`src/rtl/alu_pkg.sv`:
```
// Shared ALU opcode codes, RV32 opcode/funct encodings and the decoded-instruction
// record used by the issue decoder and the ALU.
package alu_pkg;

  localparam logic [3:0] ALU_ADD  = 4'd0;
  localparam logic [3:0] ALU_SUB  = 4'd1;
  localparam logic [3:0] ALU_SEQ  = 4'd2;
  localparam logic [3:0] ALU_SLT  = 4'd3;
  localparam logic [3:0] ALU_SGT  = 4'd4;
  localparam logic [3:0] ALU_AND  = 4'd5;
  localparam logic [3:0] ALU_OR   = 4'd6;
  localparam logic [3:0] ALU_NOT  = 4'd7;
  localparam logic [3:0] ALU_SLTU = 4'd8;
  localparam logic [3:0] ALU_SGTU = 4'd9;
  localparam logic [3:0] ALU_SLL  = 4'd10;
  localparam logic [3:0] ALU_SRL  = 4'd11;
  localparam logic [3:0] ALU_SLA  = 4'd12;
  localparam logic [3:0] ALU_SRA  = 4'd13;
  localparam logic [3:0] ALU_MUL  = 4'd14;
  localparam logic [3:0] ALU_DIV  = 4'd15;

  localparam logic [6:0] OPC_OP     = 7'h33;
  localparam logic [6:0] OPC_OP_IMM = 7'h13;
  localparam logic [6:0] OPC_BRANCH = 7'h63;
  localparam logic [6:0] OPC_LOAD   = 7'h03;
  localparam logic [6:0] OPC_STORE  = 7'h23;
  localparam logic [6:0] OPC_LUI    = 7'h37;
  localparam logic [6:0] OPC_AUIPC  = 7'h17;
  localparam logic [6:0] OPC_JAL    = 7'h6F;
  localparam logic [6:0] OPC_JALR   = 7'h67;

  localparam logic [6:0] F7_BASE   = 7'h00;
  localparam logic [6:0] F7_ALT    = 7'h20;
  localparam logic [6:0] F7_MULDIV = 7'h01;

  localparam logic [2:0] F3_ADD  = 3'd0;
  localparam logic [2:0] F3_SLL  = 3'd1;
  localparam logic [2:0] F3_SLT  = 3'd2;
  localparam logic [2:0] F3_SLTU = 3'd3;
  localparam logic [2:0] F3_DIV  = 3'd4;
  localparam logic [2:0] F3_SR   = 3'd5;
  localparam logic [2:0] F3_OR   = 3'd6;
  localparam logic [2:0] F3_AND  = 3'd7;

  localparam logic [2:0] F3_BEQ  = 3'd0;
  localparam logic [2:0] F3_BNE  = 3'd1;
  localparam logic [2:0] F3_BLT  = 3'd4;
  localparam logic [2:0] F3_BGE  = 3'd5;
  localparam logic [2:0] F3_BLTU = 3'd6;
  localparam logic [2:0] F3_BGEU = 3'd7;

  typedef struct packed {
    logic [3:0]  alu_op;
    logic [4:0]  rs1;
    logic [4:0]  rs2;
    logic [4:0]  rd;
    logic [31:0] imm;
    logic        use_imm;
    logic        use_pc;
    logic        branch;
    logic        br_invert;
    logic        rd_wen;
    logic        illegal;
  } dec_t;

  // Pipeline occupancy, encoded as {out_valid, skid_valid}.
  typedef enum logic [1:0] {
    ST_EMPTY = 2'b00,
    ST_FULL1 = 2'b10,
    ST_FULL2 = 2'b11
  } stage_state_e;

  function automatic dec_t dec_illegal();
    dec_t d;
    d = '0;
    d.illegal = 1'b1;
    return d;
  endfunction

endpackage

```
`src/rtl/rv32_alu_decode.sv`:
```
// Purely combinational RV32I/M instruction to ALU-control decode.
module rv32_alu_decode
  import alu_pkg::*;
#(
  parameter bit ENABLE_M = 1'b1
) (
  input  logic [31:0] instr,
  output dec_t        dec
);

  logic [6:0]  opcode;
  logic [2:0]  funct3;
  logic [6:0]  funct7;
  logic [31:0] imm_i, imm_s, imm_b, imm_u, imm_j;

  assign opcode = instr[6:0];
  assign funct3 = instr[14:12];
  assign funct7 = instr[31:25];
  assign imm_i  = {{20{instr[31]}}, instr[31:20]};
  assign imm_s  = {{20{instr[31]}}, instr[31:25], instr[11:7]};
  assign imm_b  = {{19{instr[31]}}, instr[31], instr[7], instr[30:25], instr[11:8], 1'b0};
  assign imm_u  = {instr[31:12], 12'b0};
  assign imm_j  = {{11{instr[31]}}, instr[31], instr[19:12], instr[20], instr[30:21], 1'b0};

  always_comb begin
    logic legal;
    legal       = 1'b1;
    dec         = '0;
    dec.rs1     = instr[19:15];
    dec.rs2     = instr[24:20];
    dec.rd      = instr[11:7];
    dec.rd_wen  = 1'b1;
    dec.alu_op  = ALU_ADD;
    case (opcode)
      OPC_OP: begin
        if (funct7 == F7_BASE) begin
          case (funct3)
            F3_ADD:  dec.alu_op = ALU_ADD;
            F3_SLL:  dec.alu_op = ALU_SLL;
            F3_SLT:  dec.alu_op = ALU_SLT;
            F3_SLTU: dec.alu_op = ALU_SLTU;
            F3_SR:   dec.alu_op = ALU_SRL;
            F3_OR:   dec.alu_op = ALU_OR;
            F3_AND:  dec.alu_op = ALU_AND;
            default: legal = 1'b0;
          endcase
        end else if (funct7 == F7_ALT && funct3 == F3_ADD) begin
          dec.alu_op = ALU_SUB;
        end else if (funct7 == F7_ALT && funct3 == F3_SR) begin
          dec.alu_op = ALU_SRA;
        end else if (ENABLE_M && funct7 == F7_MULDIV && funct3 == F3_ADD) begin
          dec.alu_op = ALU_MUL;
        end else if (ENABLE_M && funct7 == F7_MULDIV && funct3 == F3_DIV) begin
          dec.alu_op = ALU_DIV;
        end else begin
          legal = 1'b0;
        end
      end
      OPC_OP_IMM: begin
        dec.use_imm = 1'b1;
        dec.imm     = imm_i;
        case (funct3)
          F3_ADD:  dec.alu_op = ALU_ADD;
          F3_SLT:  dec.alu_op = ALU_SLT;
          F3_SLTU: dec.alu_op = ALU_SLTU;
          F3_OR:   dec.alu_op = ALU_OR;
          F3_AND:  dec.alu_op = ALU_AND;
          F3_SLL: begin
            dec.alu_op = ALU_SLL;
            legal      = (funct7 == F7_BASE);
          end
          F3_SR: begin
            dec.alu_op = (funct7 == F7_ALT) ? ALU_SRA : ALU_SRL;
            legal      = (funct7 == F7_BASE) || (funct7 == F7_ALT);
          end
          default: legal = 1'b0;
        endcase
      end
      OPC_BRANCH: begin
        dec.branch = 1'b1;
        dec.rd_wen = 1'b0;
        dec.imm    = imm_b;
        case (funct3)
          F3_BEQ:  dec.alu_op = ALU_SEQ;
          F3_BNE:  begin dec.alu_op = ALU_SEQ;  dec.br_invert = 1'b1; end
          F3_BLT:  dec.alu_op = ALU_SLT;
          F3_BGE:  begin dec.alu_op = ALU_SLT;  dec.br_invert = 1'b1; end
          F3_BLTU: dec.alu_op = ALU_SLTU;
          F3_BGEU: begin dec.alu_op = ALU_SLTU; dec.br_invert = 1'b1; end
          default: legal = 1'b0;
        endcase
      end
      OPC_LOAD:  begin dec.use_imm = 1'b1; dec.imm = imm_i; end
      OPC_STORE: begin dec.use_imm = 1'b1; dec.imm = imm_s; dec.rd_wen = 1'b0; end
      OPC_LUI:   begin dec.use_imm = 1'b1; dec.imm = imm_u; dec.rs1 = 5'd0; end
      OPC_AUIPC: begin dec.use_imm = 1'b1; dec.imm = imm_u; dec.use_pc = 1'b1; end
      OPC_JAL:   begin dec.use_imm = 1'b1; dec.imm = imm_j; dec.use_pc = 1'b1; end
      OPC_JALR:  begin dec.use_imm = 1'b1; dec.imm = imm_i; end
      default:   legal = 1'b0;
    endcase
    if (dec.rd == 5'd0) dec.rd_wen = 1'b0;
    if (!legal) dec = dec_illegal();
  end

endmodule

```
`src/rtl/alu_issue_decoder.sv`:
```
// Registered decode stage: valid/ready in and out, with a one-entry skid buffer so
// in_ready comes straight from a flop while throughput stays at one per cycle.
module alu_issue_decoder
  import alu_pkg::*;
#(
  parameter int PC_W     = 32,
  parameter bit ENABLE_M = 1'b1
) (
  input  logic            clk,
  input  logic            rst_n,
  input  logic            flush,
  input  logic            in_valid,
  output logic            in_ready,
  input  logic [31:0]     in_instr,
  input  logic [PC_W-1:0] in_pc,
  output logic            out_valid,
  input  logic            out_ready,
  output logic [3:0]      out_alu_op,
  output logic [4:0]      out_rs1,
  output logic [4:0]      out_rs2,
  output logic [4:0]      out_rd,
  output logic [31:0]     out_imm,
  output logic [PC_W-1:0] out_pc,
  output logic            out_use_imm,
  output logic            out_use_pc,
  output logic            out_branch,
  output logic            out_br_invert,
  output logic            out_rd_wen,
  output logic            out_illegal
);

  dec_t            dec;
  dec_t            out_q, out_d, skid_q, skid_d;
  logic [PC_W-1:0] out_pc_q, out_pc_d, skid_pc_q, skid_pc_d;
  logic            out_valid_q, out_valid_d, skid_valid_q, skid_valid_d;
  logic            accept, drain;
  stage_state_e    state;

  rv32_alu_decode #(.ENABLE_M(ENABLE_M)) u_decode (
    .instr (in_instr),
    .dec   (dec)
  );

  assign state  = stage_state_e'({out_valid_q, skid_valid_q});
  assign accept = in_valid && !skid_valid_q && !flush;
  assign drain  = out_valid_q && out_ready;

  always_comb begin
    out_d        = out_q;
    out_pc_d     = out_pc_q;
    out_valid_d  = out_valid_q;
    skid_d       = skid_q;
    skid_pc_d    = skid_pc_q;
    skid_valid_d = skid_valid_q;
    if (flush) begin
      out_valid_d  = 1'b0;
      skid_valid_d = 1'b0;
    end else begin
      case (state)
        ST_EMPTY: begin
          if (accept) begin
            out_d       = dec;
            out_pc_d    = in_pc;
            out_valid_d = 1'b1;
          end
        end
        ST_FULL1: begin
          if (accept && drain) begin
            out_d    = dec;
            out_pc_d = in_pc;
          end else if (accept) begin
            skid_d       = dec;
            skid_pc_d    = in_pc;
            skid_valid_d = 1'b1;
          end else if (drain) begin
            out_valid_d = 1'b0;
          end
        end
        ST_FULL2: begin
          if (drain) begin
            out_d        = skid_q;
            out_pc_d     = skid_pc_q;
            skid_valid_d = 1'b0;
          end
        end
        default: begin
          out_valid_d  = 1'b0;
          skid_valid_d = 1'b0;
        end
      endcase
    end
  end

  always_ff @(posedge clk or negedge rst_n) begin
    if (!rst_n) begin
      out_q        <= '0;
      out_pc_q     <= '0;
      out_valid_q  <= 1'b0;
      skid_q       <= '0;
      skid_pc_q    <= '0;
      skid_valid_q <= 1'b0;
    end else begin
      out_q        <= out_d;
      out_pc_q     <= out_pc_d;
      out_valid_q  <= out_valid_d;
      skid_q       <= skid_d;
      skid_pc_q    <= skid_pc_d;
      skid_valid_q <= skid_valid_d;
    end
  end

  assign in_ready      = !skid_valid_q;
  assign out_valid     = out_valid_q;
  assign out_pc        = out_pc_q;
  assign out_alu_op    = out_q.alu_op;
  assign out_rs1       = out_q.rs1;
  assign out_rs2       = out_q.rs2;
  assign out_rd        = out_q.rd;
  assign out_imm       = out_q.imm;
  assign out_use_imm   = out_q.use_imm;
  assign out_use_pc    = out_q.use_pc;
  assign out_branch    = out_q.branch;
  assign out_br_invert = out_q.br_invert;
  assign out_rd_wen    = out_q.rd_wen;
  assign out_illegal   = out_q.illegal;

endmodule

```
`config.mk`:
```
export PLATFORM = sky130hd
export DESIGN_NAME = alu_issue_decoder
export DESIGN_NICKNAME = d
export VERILOG_FILES = /design/src/rtl/alu_pkg.sv /design/src/rtl/rv32_alu_decode.sv /design/src/rtl/alu_issue_decoder.sv
export SDC_FILE = /design/constraint.sdc
export NUM_CORES = 1
export LEC_CHECK = 0
export BUFFER_PORTS_ARGS = -buffer_cell sky130_fd_sc_hd__buf_4
export CAP_MARGIN = 20
export CORE_UTILIZATION = 58
export CTS_BUF_LIST = sky130_fd_sc_hd__clkbuf_4
export DETAILED_ROUTE_END_ITERATION = 12
export PLACE_DENSITY_LB_ADDON = 0.3
export SLEW_MARGIN = 15
export SYNTH_ARGS = -nofsm -noshare
export SYNTH_HDL_FRONTEND = slang
export SYNTH_HIERARCHICAL = 1
export SYNTH_SLANG_ARGS = --single-unit
```
`constraint.sdc`:
```
create_clock -name clk -period 2.54 [get_ports clk]
set_input_delay 0.508 -clock clk [delete_from_list [all_inputs] [get_ports clk]]
set_output_delay 0.508 -clock clk [all_outputs]
set_load 0.02 [all_outputs]
```
# Word level (Yosys, flattened, before mapping)
# Cells that the tools add are included.
totals:
  register_bits: 180
  in_bits: 69
  out_inout_bits: 91
  elab_cells: 137
op_classes:
  n_eq_ne: 31
  mux: 45
  n_bitwise: 2
  reduce_logical: 33
ops:
  columns: ["cell", "n"]
  rows:
  - ["57-bit 2-to-1 mux", 4]
  - ["57-bit case mux with 3 select lines", 1]
  - ["32-bit case mux with 5 select lines", 1]
  - ["32-bit 2-to-1 mux", 3]
  - ["32-bit case mux with 3 select lines", 1]
  - ["4-bit case mux with 6 select lines", 2]
  - ["7-bit by 6-bit equality test with 1-bit output, second input constant", 4]
  - ["4-bit case mux with 3 select lines", 2]
  - ["7-bit equality test, second input constant", 3]
  - ["4-bit 2-to-1 mux", 5]
  - ["1-bit 2-to-1 mux", 19]
  - ["3-bit inequality test, second input constant", 6]
  - ["7-bit by 5-bit equality test with 1-bit output, second input constant", 2]
  - ["7-bit OR reduction", 2]
  - ["3-bit equality test, second input constant", 4]
  - ["2-bit OR reduction", 6]
  - ["6-bit OR reduction", 2]
  - ["2-bit inequality test, second input constant", 5]
  - ["5-bit AND reduction", 2]
  - ["1-bit case mux with 3 select lines", 3]
  - ["1-bit logical AND", 8]
  - ["4-bit AND reduction", 2]
  - ["7-bit by 1-bit equality test with 1-bit output, second input constant", 1]
  - ["7-bit by 2-bit equality test with 1-bit output, second input constant", 1]
  - ["17 further kinds", 22]

# Logic depth before layout (Yosys ltp)
# Gate-level depths: netlist (run 1).
depth:
  ltp_word: 11
  mapped_depth: 11
  mapped_depth_nobuf: 7

# Cells and area by module
# The synthesis (run 1) kept the hierarchy.
by_module_without_submodules:
  columns: ["module", "n_inst", "cells_each", "area_per_inst_um2", "seq_area_each_um2"]
  rows:
  - ["alu_issue_decoder", 1, 486, 7712.4, 4504.3]
  - ["rv32_alu_decode", 1, 197, 1077.3, 0.0]

# Least setup slack after synthesis (run 1)
# OpenSTA, ideal clock, no wires.
synth_timing:
  kind: "input to register"
  startpoint: "in in_instr[25]"
  endpoint: "reg out_q, in the netlist out_rs2[0]"
  setup_time_ns: 0.125
  t_arrival_ns: 2.448
  required_time_ns: 2.415
  slack_ns: -0.033
  stages: 10
  n_path_buf: 3
  cell_sequence: "buf_2 > and4b_1 > or3_1 > nand4_1 > and4_1 > clkbuf_2 > buf_6 > and2b_1 > mux2_2 > mux2_2"
synth_rtl:
  columns: ["item", "line", "rtl"]
  rows:
  - ["from (decl)", "alu_issue_decoder.sv:14", "input logic [31:0] in_instr,"]
  - ["to (signal assigned)", "alu_issue_decoder.sv:103", "out_q <= out_d;"]
  - ["to (decl)", "alu_issue_decoder.sv:33", "dec_t out_q, out_d, skid_q, skid_d;"]

==> results of run 1 <==
[kinds of logic (layout without fill, tap and decap cells)]
| group | Yosys count | after routing | synth area share (%) |
|---|---|---|---|
| xor gates and xnor gates | 2 | 2 | 0.1993 |
| DFF | 180 | 180 | 51.25 |
| muxes | 267 | 267 | 34.21 |
| AOI/OAI and AO/OA | 57 | 57 | 4.399 |
| and+or+nand+nor | 128 | 128 | 7.388 |
| buffers and inverters | 49 | 232 | 2.562 |
[final cells by class]
type                       instances  area share (%)
timing repair buffer             195           14.51
clock buffer                      18           1.269
tap                              184           2.162
sequential                       180           42.30
inverter                           5          0.1763
multi-input combinational        454           38.32
clock inverter                    14           1.257
[report_power, final]
| part | internal (mW) | switching (mW) |
|---|---|---|
| registers | 3.12 | 0.137 |
| clock network | 0.592 | 0.994 |
| logic | 0.519 | 0.488 |
| total | 4.23 | 1.62 |
[cell usage after synthesis, types with 4 or more instances]
| cell | number | area share [%] |
|---|---|---|
| a21oi_1 | 29 | 1.7 |
| nor3_1 | 4 | 0.23 |
| a22oi_1 | 5 | 0.43 |
| o21ai_0 | 7 | 0.40 |
| mux2_2 | 266 | 34 |
| nand2_1 | 43 | 1.8 |
| dfrtp_1 | 180 | 51 |
| nand2b_1 | 6 | 0.43 |
| nor2_1 | 27 | 1.2 |
| inv_1 | 5 | 0.21 |
| nand3_1 | 6 | 0.34 |
| nor2b_1 | 16 | 1.1 |
| clkbuf_1 | 23 | 0.98 |
| buf_2 | 17 | 0.97 |
[per-stage QoR]
| stage | setup TNS, ps | hold WS (ps) | instances |
|---|---|---|---|
| CTS | 0 | 75.58 | 1050 |
| detailed placement | -3440 | 470.6 | 1017 |
| floorplan | 0 | 212.4 | 683 |
| global placement | -2878 | 451.5 | 1017 |
| global route | 0 | 81.87 | 1050 |
| finish | 0 | 121.2 | 1050 |
[worst paths after layout]
| path | from | endpoint | cells after the start |
|---|---|---|---|
| hold / removal | flush | out_valid$_DFFE_PN0P_ | 2 |
| setup reg to reg | skid_valid_q$_DFFE_PN0P_ | out_pc[18]$_DFFE_PN0P_ | 4 |
| hold reg to reg | skid_q[26]$_DFFE_PN0P_ | skid_q[26]$_DFFE_PN0P_ | 1 |
| min in group asynchronous | rst_n | skid_q[16]$_DFFE_PN0P_ | 2 |
| max in group asynchronous | rst_n | out_pc[9]$_DFFE_PN0P_ | 3 |
| setup / recovery | in_instr[14] | out_rs2[0]$_DFFE_PN0P_ | 9 |
[critical path, cell delays in order]
cell and delay (ps):
buf_4 110, and4b_1 220, or3_1 400, nand4_1 120, and4_1 320, buf_12 210
and2b_1 210, mux2_2 250, mux2_2 260
[flip-flops by register name (all words and copies together), names as in the netlist]
signal / count
out_alu_op: 4
out_br_invert: 1
out_branch: 1
out_illegal: 1
out_imm: 32
out_pc: 32
out_rd: 5
out_rd_wen: 1
out_rs1: 5
out_rs2: 5
out_use_imm: 1
out_use_pc: 1
out_valid: 1
skid_pc_q: 32
skid_q: 57
skid_valid_q: 1
[per-layer routing]
layer | vias to the layer above | part of all wire, % | track usage [%]
li1 | 2802 | - | -
met1 | 3144 | 43 | 35.58
met2 | 201 | 50 | 45.78
met3 | 36 | 5.2 | 4.579
met4 | 0 | 1.9 | 9.828
met5 | - | 0 | 0
==> impl_results.md, run 1 <==
* Status: finished with violations
* Failing checks: design-rule violations
* Synth unique cells at 50
* Initial antenna violation count at 0
* Commonest non-fill, non-tap cell in the layout: mux2_2
* Final Util at 72.71%
* DRT Pass-1 Iters at 9
* Slew margin rel. at 68.31%
* Max cap viols at 0
* Final WL at 20,280 um
* Fmax achieved at 0.4605 GHz
* Post-Syn Area per Cell at 12.87 um2
* Die ar. at 15,650 um2
* Worst slack, placed at -164.7 ps
* Area Growth Syn to Fin at 21.14%
* Synth Flop Type: dfrtp_1
* Num CTS Buffers at 17
* WP data arrival at 2640 ps
* Clk_skew at 15.36 ps
* Syn_nets at 752
* Gr usage total at 27.17%
* HP Class: input port to register
* Seq cells post-synth at 180
* Power Density at 549.5 nW/um2
* Final setup margin at 368.2 ps
* Final worst-path cycle share at 85.50%
* Number of global-route vias before repair at 6,484
* Ant diodes at 0
* Post-CTS Hold Buffers at 1
* Fin. max-slew vios at 0
* Number of enable flip-flop cells after synthesis at 0
* Async set or reset register ratio after synthesis at 100.0%
* Mapped Cells at 683
* GP Congestion at 0.8654
* Post-CTS Resized at 0
* Global-route wire length before repair at 33,260 um
* Worst-Margin Slew at 474.3 ps
* Leak at 5.189 nW
* Seq/Total Area, Yosys at 51.25%
* Average wire per standard cell at 19.32 um
* Mapped cell area at 8790 um2
* Nets at 922
* Cell Rows at 44
* Clock Tree Buf Depth at 2
* Startpoint types: input port
* WP data required at 3000 ps
* Largest fanout on the critical path at 29
* PortBufs at 159
* Htree depth at 4
* Reg2Reg Setup Slack at 570 ps
* Area occupied by multi-input gates at 4080 um2
* Clock Sinks at 180
* HPWL after detailed placement at 14,300 um
* Final Setup Violations at 0
* Core Area at 14,640 um2
* Worst-Skew Late Latency at 570 ps
* CTS tree: built
* Share of cells above drive strength 1 at 57.62%
* Initial Util at 60.02%
* Chip Height at 125.1 um
* Dpl cell area at 10,370 um2
* FF/Latch Area at 4504 um2
* Ys Warns at 6
* Most frequent cells in the layout: mux2_2, buf_4, dfrtp_1
* VDD IR max at 0.3708 mV
* Congestion Overflow GR at 0
* Detail Route Antenna Nets at 0
* Pin count of the biggest net entering global routing at 74
* Clock transition at path regs at 140 ps
* Final Hold Viols at 0
* Total vias in the final route at 6,183
* Postcts setup bufs at 0
* CP endpoint kind: register
* Die W at 125.1 um
* DRC viols at 20
* Vias/cell at 5.889
* Unrepaired setup endpoints after global routing: no
* I/O Pins at 160
* Fin crit period at 2172 ps
* Final design area excluding fillers at 10,650 um2
* Filler Cells Inserted at 1,035
* Total Power at 5.851 mW
* Crit path kind: input port to register
* Root Driver: clkbuf_4
* Iter 0 DRT Violations at 503
Power figures use the tool's default switching activity.
==> run 2: changes to the inputs <==
REMOVE_ABC_BUFFERS = 1   (was not set)
==> run 2 against run 1 <==
  * First-iteration DRC count is 29% lower
  * Wire length is 3.5% lower
  * Cell area is 0.66% higher
  * Setup slack better by 95 ps
  * Sequential share of layout area is 0.28 points lower
  * The flow still finishes with violations (design-rule violations)
  * Cell count is 0.19% lower
  * Combinational power hardly changed
  * Critical endpoint is now out_imm[25]$_DFFE_PN0P_
  * Critical path type unchanged
  * Largest power group unchanged
  * Global-route usage is 1.1 points lower
  * Clock power is 18% higher
==> impl_results.md, run 2 (synthesis gave the netlist of run 1 again) <==
* Unrepaired setup endpoints after global routing: no
* Final Hold Viols at 0 (unchanged)
* Setup TNS at 0 ps (unchanged)
* Final Setup Violations at 0 (unchanged)
* Post-CTS Resized at 0 (unchanged)
* I/O Pins at 160 (unchanged)
* Placed cells at 1,015 (-0.20%)
* Final design area excluding fillers at 10,720 um2 (+0.66%)
* DRC viols at 18 (-10%)
* Initial antenna violation count at 0 (unchanged)
* Reg with most FFs: skid_q
* Initial Util at 60.02% (unchanged)
* Share of cells above drive strength 1 at 58.10% (+0.48 points)
* Ant diodes at 0 (unchanged)
* PortBufs at 159 (unchanged)
* Sequential Power Share at 53.2% (-2.5 points)
* Worst-Skew Late Latency at 550 ps (-20 ps)
* HPWL after detailed placement at 13,360 um (-6.6%)
* VDD IR max at 0.4217 mV (+14%)
* Dpl cell area at 10,360 um2 (about the same)
* DRT Pass-1 Iters at 9 (unchanged)
* Total vias in the final route at 6,077 (-1.7%)
* Root Driver: clkbuf_4
* CP endpoint kind: register
* WP data arrival at 2520 ps (-120 ps)
* Pint at 4.541 mW (+7.3%)
* Average wire per standard cell at 18.67 um (-3.3%)
* Sw frac at 26.01% (-1.7 points)
* Clock Sinks at 180 (unchanged)
* Total Power at 6.138 mW (+4.9%)
* Iter 0 DRT Violations at 357 (-29%)
* Num CTS Buffers at 17 (unchanged)
* Most frequent cells in the layout: mux2_2, buf_4, dfrtp_1
* Startpoint types: input port
* Comb pwr share at 16.4% (-0.8 points)
* Nets at 920 (-0.22%)
* GP Congestion at 0.8903 (+2.9%)
* Die W at 125.1 um (unchanged)
* Clk pwr share at 30.4% (+3.3 points)
* Global-route wire length before repair at 32,460 um (-2.4%)
* Number of global-route vias before repair at 6,519 (+0.54%)
* Slew margin rel. at 63.39% (-4.9 points)
* Gr usage total at 26.11% (-1.1 points)
* Cell Rows at 44 (unchanged)
* Failing checks: design-rule violations
* Postcts setup bufs at 0 (unchanged)
* Htree depth at 4 (unchanged)
* WP data required at 2980 ps (-20 ps)
* Worst-Margin Slew at 549.1 ps (+74.83 ps)
* Max FFs per register at 57 (unchanged)
* HP Class: input port to register
* Chip Height at 125.1 um (unchanged)
* P_sw at 1.596 mW (-1.4%)
* Largest fanout on the critical path at 13 (-55%)
* Fmax achieved at 0.4816 GHz (+4.6%)
* Post-CTS Hold Buffers at 1 (unchanged)
* Pin count of the biggest net entering global routing at 90 (+22%)
* Final worst-path cycle share at 81.75% (-3.7 points)
* Leak at 5.208 nW (+0.36%)
* Commonest non-fill, non-tap cell in the layout: mux2_2
* Die ar. at 15,650 um2 (unchanged)
* Core Area at 14,640 um2 (unchanged)
* Power Density at 572.7 nW/um2 (+4.2%)
* Status: finished with violations
* Crit path kind: input port to register
* Final WL at 19,570 um (-3.5%)
* Clock transition at path regs at 130 ps (about the same)
* Detail Route Antenna Nets at 0 (unchanged)
* CTS tree: built
* Vias/cell at 5.799 (-1.5%)
* Clk_skew at 13.94 ps (-1.426 ps)
* Area Growth Syn to Fin at 21.94%
* Clock Tree Buf Depth at 2 (unchanged)
* Hold slack at 131.3 ps (+10.17 ps)
* Reg2Reg Setup Slack at 520 ps (-50 ps)
* Max cap viols at 0 (unchanged)
* Fin crit period at 2077 ps (-95.20 ps)
* Layout Cells excl Fill at 1,048 (-0.19%)
* Congestion Overflow GR at 0 (unchanged)
* Fin. max-slew vios at 0 (unchanged)
## run 2: cell count changes in the layout (fill, tap and decap cells not counted), moves of 2 or more
cell | before | now
buf_4 | 187 | 185
bufinv_16 | 2 | 5
clkinv_1 | 3 | 0
clkinv_2 | 5 | 3
clkinvlp_4 | 0 | 3
## run 2: metal layers
metal	routed length (um)	track usage (%)
met3	1225	7.317
met4	276	7.604
met5	0	0
met1	8215	32.27
met2	9851	44.79
## run 2: path summary, 6_finish.rpt
check | depth (start not counted) | end | startpoint
max | 9 | out_imm[25]$_DFFE_PN0P_ | in_instr[14]
min | 2 | out_valid$_DFFE_PN0P_ | flush
max reg2reg | 4 | out_imm[27]$_DFFE_PN0P_ | out_valid$_DFFE_PN0P_
min reg2reg | 1 | skid_q[4]$_DFFE_PN0P_ | skid_q[4]$_DFFE_PN0P_
max in group asynchronous | 3 | out_pc[5]$_DFFE_PN0P_ | rst_n
min in group asynchronous | 2 | out_pc[8]$_DFFE_PN0P_ | rst_n
## run 2: power groups by stage
stage | combinational, mW | sequential, mW | clock, mW
2_1_floorplan | 0.399 | 3.42 | 0
3_3_place_gp | 0.970 | 3.29 | 0
3_5_place_dp | 1.01 | 3.32 | 0
4_1_cts | 1.02 | 3.26 | 1.92
5_1_grt | 1.08 | 3.29 | 2.03
6_report | 1.01 | 3.26 | 1.87
## run 2: area by class of cell
cell class	instances	area, um2
Fill cell	1007	3926
Sequential cell	180	4504
Tap cell	184	230.2
Multi-Input combinational cell	454	4086
Inverter	5	18.77
Clock buffer	19	142.6
Timing Repair Buffer	193	1530
Clock inverter	13	205.2
## run 2: critical path, stage by stage
cell and delay [ps]:
buf_4 110, and4b_1 210, or3_1 380, nand4_1 120, and4_2 330, buf_4 230
a21oi_1 80, mux2_2 290, mux2_2 260
## run 2: per-stage QoR
| stage | setup slack, ps | util (%) |
|---|---|---|
| finish | 463.4 | 73.19 |
| global route | 380.6 | 73.19 |
| CTS | 490.7 | 73.19 |
| detailed placement | -111.9 | 70.75 |
| global placement | -43.59 | 70.75 |
| floorplan | -1703 | - |
